## src/rtl/fetch_pc_unit.sv

```systemverilog
// Instruction-fetch front end: owns the PC, issues in-order imem requests, buffers words in a
// 2-entry queue. Optional macro FETCH_BYPASS_EN forwards a response combinationally when empty.
module fetch_pc_unit #(
  parameter int unsigned   AW       = 32,
  parameter int unsigned   DW       = 32,
  parameter logic [AW-1:0] RESET_PC = '0
) (
  input  logic          clk,
  input  logic          rst_n,
  output logic          o_imem_req,
  output logic [AW-1:0] o_imem_addr,
  input  logic          i_imem_gnt,
  input  logic          i_imem_rvalid,
  input  logic [DW-1:0] i_imem_rdata,
  input  logic          i_redirect_valid,
  input  logic [AW-1:0] i_redirect_pc,
  output logic          o_inst_valid,
  input  logic          i_inst_ready,
  output logic [DW-1:0] o_inst,
  output logic [AW-1:0] o_inst_pc
);

  logic [AW-1:0] r_pc;
  logic [AW-1:0] r_resp_pc;
  logic [1:0]    r_outstanding;
  logic [1:0]    r_drop;
  logic [1:0]    r_count;
  logic          r_head;
  logic [DW-1:0] r_q_inst [2];
  logic [AW-1:0] r_q_pc   [2];

  logic          w_fire;
  logic          w_push;
  logic          w_bypass;
  logic          w_q_push;
  logic          w_q_pop;
  logic          w_tail;
  logic [2:0]    w_credit;
  logic [1:0]    w_outstanding_next;
  logic [AW-1:0] w_redirect_pc;

  // Credit uses registered state only, so a same-cycle pop frees nothing until the next cycle.
  assign w_credit           = {1'b0, r_outstanding} + {1'b0, r_count};
  assign o_imem_req         = rst_n && (w_credit < 3'd2);
  assign o_imem_addr        = r_pc;
  assign w_fire             = o_imem_req && i_imem_gnt;
  assign w_outstanding_next = r_outstanding + {1'b0, w_fire} - {1'b0, i_imem_rvalid};
  assign w_redirect_pc      = {i_redirect_pc[AW-1:2], 2'b00};
  assign w_push             = i_imem_rvalid && (r_drop == 2'd0) && !i_redirect_valid;
  assign w_tail             = r_head ^ r_count[0];

`ifdef FETCH_BYPASS_EN
  assign w_bypass = w_push && (r_count == 2'd0);
`else
  assign w_bypass = 1'b0;
`endif

  assign w_q_push = w_push && !(w_bypass && i_inst_ready);
  assign w_q_pop  = (r_count != 2'd0) && i_inst_ready && !i_redirect_valid;

  always_comb begin
    o_inst_valid = 1'b0;
    o_inst       = '0;
    o_inst_pc    = '0;
    if (r_count != 2'd0) begin
      o_inst_valid = 1'b1;
      o_inst       = r_q_inst[r_head];
      o_inst_pc    = r_q_pc[r_head];
    end else if (w_bypass) begin
      o_inst_valid = 1'b1;
      o_inst       = i_imem_rdata;
      o_inst_pc    = r_resp_pc;
    end
  end

  always_ff @(posedge clk or negedge rst_n) begin
    if (!rst_n) begin
      r_pc          <= RESET_PC;
      r_resp_pc     <= RESET_PC;
      r_outstanding <= 2'd0;
      r_drop        <= 2'd0;
      r_count       <= 2'd0;
      r_head        <= 1'b0;
      r_q_inst[0]   <= '0;
      r_q_inst[1]   <= '0;
      r_q_pc[0]     <= '0;
      r_q_pc[1]     <= '0;
    end else begin
      r_outstanding <= w_outstanding_next;
      if (i_redirect_valid) begin
        // Everything still in flight after this edge belongs to the old path.
        r_pc      <= w_redirect_pc;
        r_resp_pc <= w_redirect_pc;
        r_drop    <= w_outstanding_next;
        r_count   <= 2'd0;
        r_head    <= 1'b0;
      end else begin
        if (w_fire) r_pc <= r_pc + AW'(4);
        if (i_imem_rvalid && (r_drop != 2'd0)) r_drop <= r_drop - 2'd1;
        if (w_push) r_resp_pc <= r_resp_pc + AW'(4);
        if (w_q_push) begin
          r_q_inst[w_tail] <= i_imem_rdata;
          r_q_pc[w_tail]   <= r_resp_pc;
        end
        if (w_q_pop) r_head <= ~r_head;
        r_count <= r_count + {1'b0, w_q_push} - {1'b0, w_q_pop};
      end
    end
  end

  a_no_push_when_full : assert property (@(posedge clk) disable iff (!rst_n)
    !(w_q_push && (r_count == 2'd2)))
    else $error("fetch_pc_unit: push into full queue");

endmodule

```

## config.mk

```make
export PLATFORM = sky130hd
export DESIGN_NAME = fetch_pc_unit
export DESIGN_NICKNAME = d
export VERILOG_FILES = /design/src/rtl/fetch_pc_unit.sv
export SDC_FILE = /design/constraint.sdc
export NUM_CORES = 1
export LEC_CHECK = 0
export ABC_AREA = 1
export CELL_PAD_IN_SITES_DETAIL_PLACEMENT = 0
export CELL_PAD_IN_SITES_GLOBAL_PLACEMENT = 1
export CORE_MARGIN = 3
export CORE_UTILIZATION = 40
export DETAILED_ROUTE_END_ITERATION = 6
export MAX_ROUTING_LAYER = met4
export PLACE_DENSITY_LB_ADDON = 0.1
export SETUP_SLACK_MARGIN = 0.4
export SYNTH_ARGS = -nofsm -noshare
export SYNTH_HDL_FRONTEND = slang
export SYNTH_SLANG_ARGS = --single-unit
export TNS_END_PERCENT = 100
```

## constraint.sdc

```tcl
create_clock -name clk -period 5.9 [get_ports clk]
set_clock_uncertainty 0.05 [all_clocks]
set_input_delay 1.475 -clock clk [delete_from_list [all_inputs] [get_ports clk]]
set_output_delay 1.475 -clock clk [all_outputs]
set_load 0.02 [all_outputs]
```

### Word-level counts from Yosys, hierarchy flattened

Index checks and enable logic that the tools add are counted.

* register bits: 199
* bits of input ports: 70
* output and inout port bits: 98
* logic and storage cells: 66

* add/sub/neg operators: 8
* magnitude comparators: 4
* mux-type cells: 22
* bitwise operators: 5
* reductions and logical operators: 17

Operators with widths (number)
* 2-to-1 mux 32 bit: 13
* bitwise mux 64 bit: 2
* adder 32 x 3 -> 32 bit, second input constant: 2
* demux 32 bit (select 1 bit): 1
* nonzero test 2 bit: 6
* logical AND 1 bit: 8
* 2-to-1 mux 2 bit: 3
* adder 2 x 1 -> 2 bit: 2
* greater-or-equal comparator 2 bit, second input constant: 2
* inverter 1 -> 2 bit: 2
* subtractor 2 x 1 -> 2 bit: 2
* adder 2 x 2 -> 3 bit: 1
* less-than comparator 3 x 2 -> 1 bit, second input constant: 1
* 2-to-1 mux 1 bit: 3
* zero test 2 bit: 1
* less-than comparator 2 x 1 -> 1 bit, second input constant: 1
* inverter 1 bit: 2
* AND reduction 2 bit: 1
* subtractor 2 x 1 -> 2 bit, second input constant: 1
* zero test 1 bit: 1
* XOR 1 bit: 1

### Logic depth before layout (Yosys ltp)

* word-level depth: 7
* depth in mapped cells: 11
* mapped depth without buffers: 11

### Worst setup path after synthesis

No wires, ideal clock.

* kind: input-to-output
* start point: input port rst_n
* end point: output port o_imem_req
* data arrival time: 2.097 ns
* required time: 4.375 ns
* slack: 2.278 ns
* stages on the path: 1
* buffers on the path: 0
* cells stage by stage: nor3b_1

* cells in the longest elaborated chain, start to end: 1

RTL lines
* start, declared: line 9 `input logic rst_n,`
* logical AND 1 bit: line 44 `assign o_imem_req = rst_n && (w_credit < 3'd2);`
* end, declared: line 10 `output logic o_imem_req,`

No other way between the ends.

### Final worst setup path

* start point: register r_count[0]
* end point: output port o_inst_pc[20]

* cells in the longest elaborated chain, start to end: 2

RTL lines
* start, declared: line 27 `logic [1:0] r_count;`
* start signal, assigned: line 106 `r_count <= r_count + {1'b0, w_q_push} - {1'b0, w_q_pop};`
* nonzero test 2 bit: line 65 `if (r_count != 2'd0) begin`
* 2-to-1 mux 32 bit: line 65
* end, declared: line 20 `output logic [AW-1:0] o_inst_pc`

No other way between the ends.

==> out/metrics.yaml <==
run_status:
  status: "completed"
grt:
  antenna_found_initial: 0
  grt-ovfl-total: 0
  grt_pass1_wl_um: 45600
  grt.total_usage_pct: 21.98
  grt_max_degree: 80
  grt_pass1_vias: 8660
setup_path:
  crit_fanout: 37
  required_ns: 4.38
  max_stage_delay_ns: 0.80
  endpoint_kind: "output port"
  cp.arrival_ns: 2.72
  crit_slowest_cell: "nor2_4"
  worstSetupPathType: "reg -> out"
  path_cells: "nor2_4, buf_4, a21oi_1, clkdlybuf4s50_1"
  startpoint_type: "flop"
  critical-path-top-delay-family: "buffers and inverters"
  critical_path_buf_inv_count: 2
synth:
  synth_fa_ha_area_share_pct: 1.085
  yosysTopAreaCell: "dfrtp_1"
  synth-seq-cells: 191
  synth_xor_area_share_pct: 1.943
  synth-main-ff-cell: "dfrtp_1"
  synthArstFlopShare_pct: 100.0
  synth_seq_area_share_pct: 48.20
  syn_inst: 1332
  yosys-top-cells-area: "dfrtp_1, nand2_1, o21ai_0, inv_1, a21oi_1"
  ys_types: 35
  syn_area_per_cell_um2: 7.445
  yosys.area_share.simple_pct: 26.08
  synth_top_family_by_area: "simple AND/OR/NAND/NOR gates"
  synth_top_cell_area_share_pct: 48.20
  yosysWarnings: 0
  syn-cell-area_mm2: 0.009917
  synth_edf_count: 0
  synth_compound_area_share_pct: 14.27
  muxShareOfSynthArea_pct: 0
layout:
  final_cells: 1793
  drive_above_1_share_pct: 3.799
  final_util_pct: 51.55
  final_common_cell: "nand2_1"
  antennaDiodeCount: 0
  nets: 1540
  final_cell_mix: "nand2_1, dfrtp_1, clkdlybuf4s50_1, inv_1, o21ai_0"
  syn2layout_area_growth_pct: 24.20
clock_tree:
  postCtsSetupBuffers: 0
  cts_resized: 0
  numClockSinks: 191
  cts_htree_levels: 4
  clkTransAtPathRegs_ns: 0.08
  cts.path.max_buffers: 2
  cts_made_buffers: 17
  clk_latency_ns: 0.43
  cts-root-buf: "clkbuf_16"
  cts_tree: "yes"
  cts_hold_buf: 0
routing:
  wl_per_cell_um: 15.77
  drtPass1Iterations: 5
  wl_um: 28270
  drc: 0
  vias: 8965
  viasPerCell: 5.000
  detail-route-antenna-nets: 0
  drt_iter0_drc: 686
die:
  rows: 56
  start_util_pct: 41.51
  io_pins: 168
  core_area_mm2: 0.02389
  die_x_um: 163.5
  dieArea_mm2: 0.02672
  die_h_um: 163.5
placed_design:
  hpwl_um: 19550
  gp_congestion: 0.8866
  port_buffers: 161
  dp_cells: 1762
pwr:
  switching_share_pct: 35.91
  switchingPower_mw: 1.655
  ir_worst_vdd_mv: 0.1779
  clkPwrFrac_pct: 25.2
  finalPower_mw: 4.609
  p_int_mw: 2.954
  p_leak_nw: 5.566
  power_frac_seq_pct: 45.4
  p_per_area_mw_per_mm2: 374.2
  p_comb_share_pct: 29.4
hold_path:
  hp-class: "reg -> reg"
timing:
  hold_violations: 0
  period_share_pct: 72.03
  fmax_mhz: 235.3
  final.setup.tns_ns: 0
  finalSetupViolations: 0
  relSlewSlack_pct: 32.85
  tightest_slew_ns: 1.005
  min_period_ns: 4.249
  slew_viol_final: 0
  rsz0062_at_grt: "no"
flow_run:
  cap_viol_max_count: 0
[flip-flops by register name (all words and copies together) (netlist names)]
register	cells
r_count	2
r_head	1
r_q_pc	60
o_imem_addr	30
r_resp_pc	30
r_q_inst	64
r_outstanding	2
r_drop	2
[final timing paths]
check	end	start	slack, ns	cells after the start
max	o_inst_pc[20]	r_count[0]	1.65	4
min	r_q_pc[48]	r_q_pc[48]	0.43	2
max in group asynchronous	r_head	rst_n	3.09	3
min reg2reg	r_q_pc[48]	r_q_pc[48]	0.43	2
max reg2reg	o_imem_addr[14]	r_count[0]	2.92	10
min in group asynchronous	r_q_inst[61]	rst_n	1.22	2
[cells by family after synthesis]
logic type	Yosys count
xor gates and xnor gates	22
and+or+nand+nor	646
adders and majority gates	8
buffers and inverters	197
DFF	191
AOI/OAI and AO/OA	267
other	1
[per-layer routing]
metal | wire length, um | track usage [%]
met1 | 13440 | 30.51
met2 | 13130 | 34.63
met3 | 1293 | 2.714
met4 | 405 | 5.267
met5 | 0 | -
[Yosys cell counts (4+ instances only)]
| cell type | n |
|---|---|
| o21ai_1 | 59 |
| nand2_1 | 466 |
| nand4_1 | 12 |
| o221ai_1 | 6 |
| o211ai_1 | 10 |
| buf_2 | 14 |
| nor3_1 | 16 |
| nor2_1 | 77 |
| clkbuf_1 | 36 |
| xor2_1 | 15 |
| inv_1 | 130 |
| o21bai_1 | 6 |
| buf_4 | 4 |
| dfrtp_1 | 191 |
| a21oi_1 | 76 |
| ha_1 | 7 |
| xnor2_1 | 7 |
| nand3_1 | 67 |
| o21ai_0 | 104 |
| buf_6 | 8 |
[power by group through the flow]
stage	sequential, mW	combinational [mW]	clock, mW
CTS	2.09	1.38	1.19
global route	2.15	1.56	1.24
detailed placement	2.11	1.37	0
finish	2.09	1.36	1.16
floorplan	2.07	0.883	0
global placement	2.10	1.34	0
[metrics by stage]
step / hold WS [ns] / worst slack, ns / cell area, um^2
5_1_grt: 0.4570 / 1.410 / 12320
2_1_floorplan: 0.4034 / 2.278 / 9928
3_3_place_gp: 0.4151 / 1.577 / 11720
6_report: 0.4338 / 1.651 / 12320
4_1_cts: 0.4402 / 1.575 / 12320
3_5_place_dp: 0.4229 / 1.601 / 11720
[worst reg2reg max path: cells and delay by family, from the launching register on]
kind,cells,cell delay (ns)
compound gates,1,0.15
fa+ha+maj,1,0.40
simple gates,6,1.28
buf+inv,2,0.48
flops,1,0.48
[layout make-up]
class | instances | area (um^2)
fill | 2388 | 11580
sequential | 191 | 4781
multi-input combinational | 947 | 4334
timing repair buffer | 172 | 1710
inverter | 133 | 499.2
clock buffer | 18 | 439.2
tap | 319 | 399.1
clock inverter | 13 | 153.9
No activity file was read; power rests on OpenSTA's default activity.
